### src/rtl/mp64_mbox_initiator.sv
// mp64_mbox_initiator: turns mailbox/spinlock commands into byte-wide MMIO transactions.
// Define MP64_MBOX_LOCK_RETRY_EN to retry busy lock acquires with a BACKOFF gap, up to RETRY_MAX reads.
module mp64_mbox_initiator #(
  parameter int NUM_CORES = 4,
  parameter int RETRY_MAX = 16,
  parameter int BACKOFF = 4
) (
  input  logic        clk,
  input  logic        rst,
  input  logic        cmd_valid,
  output logic        cmd_ready,
  input  logic [1:0]  cmd_op,
  input  logic [2:0]  cmd_arg,
  input  logic [63:0] cmd_data,
  output logic        rsp_valid,
  output logic [1:0]  rsp_status,
  output logic        req,
  output logic [11:0] addr,
  output logic [7:0]  wdata,
  output logic        wen,
  input  logic [7:0]  rdata,
  input  logic        ack
);
`ifdef MP64_MBOX_LOCK_RETRY_EN
  localparam bit RETRY_EN = 1'b1;
`else
  localparam bit RETRY_EN = 1'b0;
`endif
  typedef enum logic [2:0] {IDLE, DATA, SEND, ACK, LOCK_RD, WAIT, UNLOCK, DONE} state_t;
  state_t state, state_nx;
  logic [63:0] data_r;
  logic [2:0] arg_r, idx;
  logic [4:0] attempts, att_nx;
  logic [15:0] wait_cnt;
  logic [1:0] status_r, status_nx;
  logic accept, bad_arg, give_up, unused_rdata;
  assign accept = cmd_valid && cmd_ready;
  assign bad_arg = 32'(cmd_arg) >= NUM_CORES;
  assign att_nx = attempts + 5'd1;
  assign give_up = !RETRY_EN || 32'(att_nx) >= RETRY_MAX;
  assign unused_rdata = ^rdata[7:1];
  always_comb begin
    state_nx = state;
    status_nx = status_r;
    case (state)
      IDLE: if (accept) begin
        status_nx = (!cmd_op[1] && bad_arg) ? 2'd2 : 2'd0;
        state_nx = (!cmd_op[1] && bad_arg) ? DONE : cmd_op == 2'd0 ? DATA :
                   cmd_op == 2'd1 ? ACK : cmd_op == 2'd2 ? LOCK_RD : UNLOCK;
      end
      DATA: if (ack && idx == 3'd7) state_nx = SEND;
      SEND, ACK, UNLOCK: if (ack) state_nx = DONE;
      LOCK_RD: if (ack) begin
        state_nx = (!rdata[0] || give_up) ? DONE : BACKOFF > 0 ? WAIT : LOCK_RD;
        status_nx = (rdata[0] && give_up) ? 2'd1 : 2'd0;
      end
      WAIT: if (32'(wait_cnt) >= BACKOFF - 1) state_nx = LOCK_RD;
      default: state_nx = IDLE;
    endcase
  end
  // Bus outputs decode straight from state so reset clears them without waiting for an edge
  assign req = state inside {DATA, SEND, ACK, LOCK_RD, UNLOCK};
  assign wen = state inside {DATA, SEND, ACK, UNLOCK};
  assign addr = state == DATA ? {9'h0A0, idx} : state == SEND ? 12'h509 : state == ACK ? 12'h50A :
                state == LOCK_RD ? {7'b0110000, arg_r, 2'b00} :
                state == UNLOCK ? {7'b0110000, arg_r, 2'b01} : 12'h000;
  assign wdata = state == DATA ? data_r[{idx, 3'b000} +: 8] :
                 (state == SEND || state == ACK) ? {5'd0, arg_r} : 8'd0;
  assign cmd_ready = state == IDLE && !rst;
  assign rsp_valid = state == DONE;
  assign rsp_status = rsp_valid ? status_r : 2'd0;
  always_ff @(posedge clk or posedge rst) begin
    if (rst) begin
      state <= IDLE;
      status_r <= 2'd0;
      data_r <= 64'd0;
      arg_r <= 3'd0;
      idx <= 3'd0;
      attempts <= 5'd0;
      wait_cnt <= 16'd0;
    end else begin
      state <= state_nx;
      status_r <= status_nx;
      if (accept) begin
        data_r <= cmd_data;
        arg_r <= cmd_arg;
        idx <= 3'd0;
        attempts <= 5'd0;
      end
      if (state == DATA && ack) idx <= idx + 3'd1;
      if (state == LOCK_RD && ack) attempts <= att_nx;
      wait_cnt <= state == WAIT ? wait_cnt + 16'd1 : 16'd0;
    end
  end
endmodule

### config.mk
export PLATFORM = sky130hd
export DESIGN_NAME = mp64_mbox_initiator
export DESIGN_NICKNAME = d
export VERILOG_FILES = /design/src/rtl/mp64_mbox_initiator.sv
export SDC_FILE = /design/constraint.sdc
export NUM_CORES = 1
export LEC_CHECK = 0
export ABC_AREA = 1
export BUFFER_PORTS_ARGS = -buffer_cell sky130_fd_sc_hd__buf_2
export CAP_MARGIN = 25
export CELL_PAD_IN_SITES_DETAIL_PLACEMENT = 1
export CELL_PAD_IN_SITES_GLOBAL_PLACEMENT = 1
export CORE_ASPECT_RATIO = 1.25
export CORE_MARGIN = 5
export CORE_UTILIZATION = 36
export CTS_BUF_LIST = sky130_fd_sc_hd__clkbuf_4 sky130_fd_sc_hd__clkbuf_8
export DETAILED_ROUTE_END_ITERATION = 6
export PLACE_DENSITY_LB_ADDON = 0.05
export SYNTH_ARGS = -nofsm -noshare
export SYNTH_HDL_FRONTEND = slang
export SYNTH_SLANG_ARGS = --single-unit
### constraint.sdc
create_clock -name clk -period 2.25 [get_ports clk]
set_input_delay 0 -clock clk [delete_from_list [all_inputs] [get_ports clk]]
set_output_delay 0 -clock clk [all_outputs]
set_load 0.03 [all_outputs]
# Word-level counts from Yosys, hierarchy flattened
# Index checks and enable logic that the tools add are counted.
[word_totals] ff_bits=91 input_bits=81 out_inout_bits=26 word_cells=68
[classes] add_sub_neg=2 order_cmp=2 eq_ne=15 shifts=1 muxes=25 reduce_logical=17
[ops] op="$shiftx 64x7->8" count=1
[ops] op="$mux 11" count=5
[ops] op="$mux 3" count=10
[ops] op="$add 16x1->16 const B" count=1
[ops] op="$ge 16x2->1 const B" count=1
[ops] op="$mux 16" count=1
[ops] op="$eq 3x3->1 const B" count=5
[ops] op="$pmux 3 s4" count=1
[ops] op="$mux 2" count=5
[ops] op="$mux 8" count=1
[ops] op="$ne 2x2->1 const B" count=4
[ops] op="$eq 3x2->1 const B" count=2
[ops] op="$logic_and 1x1->1" count=5
[ops] op="$reduce_bool 5->1" count=1
[ops] op="$pmux 2 s2" count=1
[ops] op="$reduce_and 4->1" count=1
[ops] op="$reduce_bool 2->1" count=2
[ops] op="$reduce_bool 4->1" count=1
[ops] op="$reduce_or 4->1" count=1
[ops] op="$add 3x1->3 const B" count=1
[ops] op="$eq 3x1->1 const B" count=1
[ops] op="$ge 3x3->1 const B" count=1
[ops] op="$logic_not 3->1" count=1
[ops] op="$reduce_and 3->1" count=1
[ops] op="other kinds (7)" count=8

# Logic depth before layout (Yosys ltp)
[logic_depth] ltp_word=7 depth_mapped=9 depth_no_buf=9

# Worst setup path before layout
# OpenSTA, ideal clock, no wires.
[synth_timing] path_kind="input port to flip-flop" from="input rst" to="register arg_r[0]" setup_ns=0.117 t_arrival_ns=2.653 t_required_ns=2.133 setup_slack_ns=-0.520 path_stages=6 n_path_buf=2 path_cell_list="inv_1 nand3_2 buf_4 buf_6 nand2_1 nand2_1"
[synth_between] elab_chain_cells=3
[synth_rtl] element="start, declared" line="9" rtl="input logic rst,"
[synth_rtl] element="$logic_not 1->1 (no line)"
[synth_rtl] element="$logic_and 1x1->1" line="69" rtl="assign cmd_ready = state == IDLE && !rst;"
[synth_rtl] element="$logic_and 1x1->1" line="37" rtl="assign accept = cmd_valid && cmd_ready;"
[synth_rtl] element="end signal, assigned" line="86" rtl="arg_r <= cmd_arg;"
[synth_rtl] element="end, declared" line="32" rtl="logic [2:0] arg_r, idx;"
# Every way passes these cells.
# A chain may end at the register's enable or synchronous reset.

# Worst setup path in the final report
[layout_timing] from="register state[2]" to="output wdata[1]"
[layout_between] elab_chain_cells=4 elab_cells_between_ends=6 cone_classes="3 x eq/ne; 2 x mux; 1 x reduce/logical"
[layout_rtl] element="start, declared" line="30" rtl="state_t state, state_nx;"
[layout_rtl] element="start signal, assigned" line="82" rtl="state <= state_nx;"
[layout_rtl] element="$eq 3x2->1" line="68" rtl="(state == SEND || state == ACK) ? {5'd0, arg_r} : 8'd0;"
[layout_rtl] element="$logic_or 1x1->1" line="68"
[layout_rtl] element="$mux 3" line="68"
[layout_rtl] element="$mux 8 (*)" line="67" rtl="assign wdata = state == DATA ? data_r[{idx, 3'b000} +: 8] :"
[layout_rtl] element="end, declared" line="19" rtl="output logic [7:0] wdata,"
# Every way passes the cells marked *; elsewhere a longest branch is shown, timed or not.

==> impl_metrics.toml <==
[routing]
wl_mm = 15.2
drt_iter0_markers = 110
ant_nets = 0
wl_per_cell_um = 16.1
via_per_inst = 4.92
vias = 4654
drc_errors = 0
firstDrtPassIters = 4

[setup_path]
cp-end-kind = "output pin"
critPathMaxFanout = 8
reg2regPathDepth = 8
crit_required_ns = 2.25
critPathKind = "reg -> out"
crit_path_start_kind = "flop"
cp.arrival_ns = 2.05

[power_and_ir_drop]
max-vdd-ir-drop_uv = 516
leakagePower_nw = 3.18
p_per_area_mw_per_mm2 = 1070

[timing]
period_share_pct = 91.0
final-max-slew-violation-count = 0
hold_violations = 0
fin_ws_ns = 0.204
tightest_slew_ns = 0.612
rsz0062_at_grt = "no"
max_freq_mhz = 489
fin_crit_ns = 2.05
relSlewSlack_pct = 59.2
clock_skew_ns = 0.0103
fin_tns_setup_ns = 0
finalSetupViolations = 0

[global_routing]
antenna_found_initial = 0
grt_overflow = 0
grt_pass1_vias = 5102
grt_max_degree = 61
track_usage_pct = 20.9
grt_pass1_wl_mm = 25.3

[placed_design]
hpwl_mm = 10.3
placed_cells = 857
pre_cts_ws_ns = 0.556
gp_congestion = 0.804
portBuffers = 95

[synthesis]
syn_inst = 615
synthTopCellsByArea = "dfrtp_1, nand2_1, nand3_1, nor2_1, o21ai_0"
synth.largest_area_cell = "dfrtp_1"
synth_top_area_share_pct = 49.0
ys_seq_area_share_pct = 49.0
netlist_area_sq_mm = 0.00465
synth_cell_types = 27
syn_area_per_cell_sq_um = 7.56
synth-seq-cells = 91
yosysWarningCount = 0

[min_path]
whs_path_depth = 3
hold_class = "in -> reg"

[clock_network]
clk_pin_slew_ns = 0.09
clockBufferDepth = 2
htree_num_levels = 3
clock_latency_ns = 0.38
ctsRootBufferMaster = "clkbuf_8"
cts_sinks = 91
numCtsBuffers = 9
cts_tree = "yes"

[die]
start_util_pct = 36.7
fp.dieW_um = 112
ios = 107
die_height_um = 137
row_count = 46
die-area_sq_mm = 0.0153
core_area_sq_mm = 0.0127

[run_status]
status = "finished, final reports clean"

[cells_and_area]
stdcell_count = 946
fill_cells = 1628
area_delta_synth_final_pct = 31.6
nNetsFinal = 856
layout_common_cells = "nand2_1, buf_2, dfrtp_1"
fin_util_pct = 48.3
layout-drive-gt1-share_pct = 17.4
final_common_cell = "nand2_1"
multi_input_area_sq_mm = 0.00198
regArea_sq_mm = 0.00228

[run]
cap_violations = 0
-- critical path, cell delays in order, from the launching register on --
cell and delay [ns]:
dfrtp_1 0.47, inv_2 0.13, nand3_1 0.19, inv_1 0.17, nand2_1 0.06, inv_1 0.21, nand2_1 0.10, nand3_1 0.12
buf_2 0.21
-- per-stage QoR --
step           hold slack, ns  power, mW  area (sq um)
2_1_floorplan           0.145       4.58          4660
3_3_place_gp         -0.00904       5.34          5220
3_5_place_dp         0.000397       5.46          5220
4_1_cts                0.0368       6.64          6110
5_1_grt                0.0675       7.12          6110
6_report               0.0778       6.54          6120
-- layer usage --
layer	vias up	global-route usage, %	share of wire, %
li1	2289	-	-
met1	2258	24.7	43
met2	78	37.2	52
met3	29	3.01	2.1
met4	0	9.94	3.0
met5	-	0	0
-- repair_timing --
item                                    in CTS  in global routing
resized for setup                            0                  1
hold buffers                                72                  0
setup buffers                                0                  0
hold endpoints to repair                    81                  0
endpoints found under the setup margin       0                  1
-- synth_stat cells --
master and count:
o22ai_1 12, clkinv_1 2, nand3_2 4, o211ai_1 1, nand2_1 174, dfrtp_1 91, nand3_1 71, buf_4 5
buf_6 6, o21ai_0 48, nor2_4 2, conb_1 1, inv_2 3, nor2_1 75, nand4_1 3, clkbuf_1 11
ha_1 3, a31oi_1 3, nor2_2 2, nand2_2 1, buf_2 12, nor3_1 6, a21oi_1 27, o21bai_1 1
o21ai_1 3, a21boi_0 1, inv_1 47
-- sequential cells by signal, indices dropped and copies added (netlist names) --
| signal | cells |
|---|---|
| arg_r | 3 |
| status_r | 2 |
| wait_cnt | 16 |
| state | 3 |
| data_r | 64 |
| idx | 3 |
-- final timing paths --
| kind | startpoint | end | slack, ns |
|---|---|---|---|
| setup / recovery | state[2] | wdata[1] | 0.20 |
| hold / removal | cmd_valid | data_r[5] | 0.08 |
| setup reg to reg | state[2] | status_r[0] | 0.29 |
| hold reg to reg | wait_cnt[0] | wait_cnt[0] | 0.47 |
| max in group asynchronous | rst | idx[1] | 1.26 |
| min in group asynchronous | rst | data_r[9] | 0.16 |
-- kinds of logic (layout without fill, tap and decap cells) --
logic type / count (synthesis) / in the layout / synth area share [%]
adder cells (fa/ha/maj): 3 / 3 / 0.808
flip-flops: 91 / 91 / 49.0
buffers and inverters: 86 / 245 / 8.64
AND/OR/NAND/NOR: 338 / 338 / 30.6
AO/OA/AOI/OAI: 96 / 96 / 10.9
other: 1 / 5 / 0.0807
-- area by class of cell --
class | count | area share, %
inverters | 52 | 3.25
multi-input cells | 441 | 32.4
clock buffers | 12 | 2.39
flip-flops and latches | 91 | 37.2
diodes | 1 | 0.0409
clock inverters | 4 | 0.450
well taps | 168 | 3.44
repair buffers | 177 | 20.8
-- power breakdown --
part | internal (mW) | total, mW | switching (mW) | leakage (nW)
Combinational | 0.958 | 2.87 | 1.91 | 1.95
Clock | 0.440 | 1.05 | 0.610 | 0.0946
Sequential | 2.25 | 2.62 | 0.372 | 1.14
No activity file was read; power rests on OpenSTA's default activity.
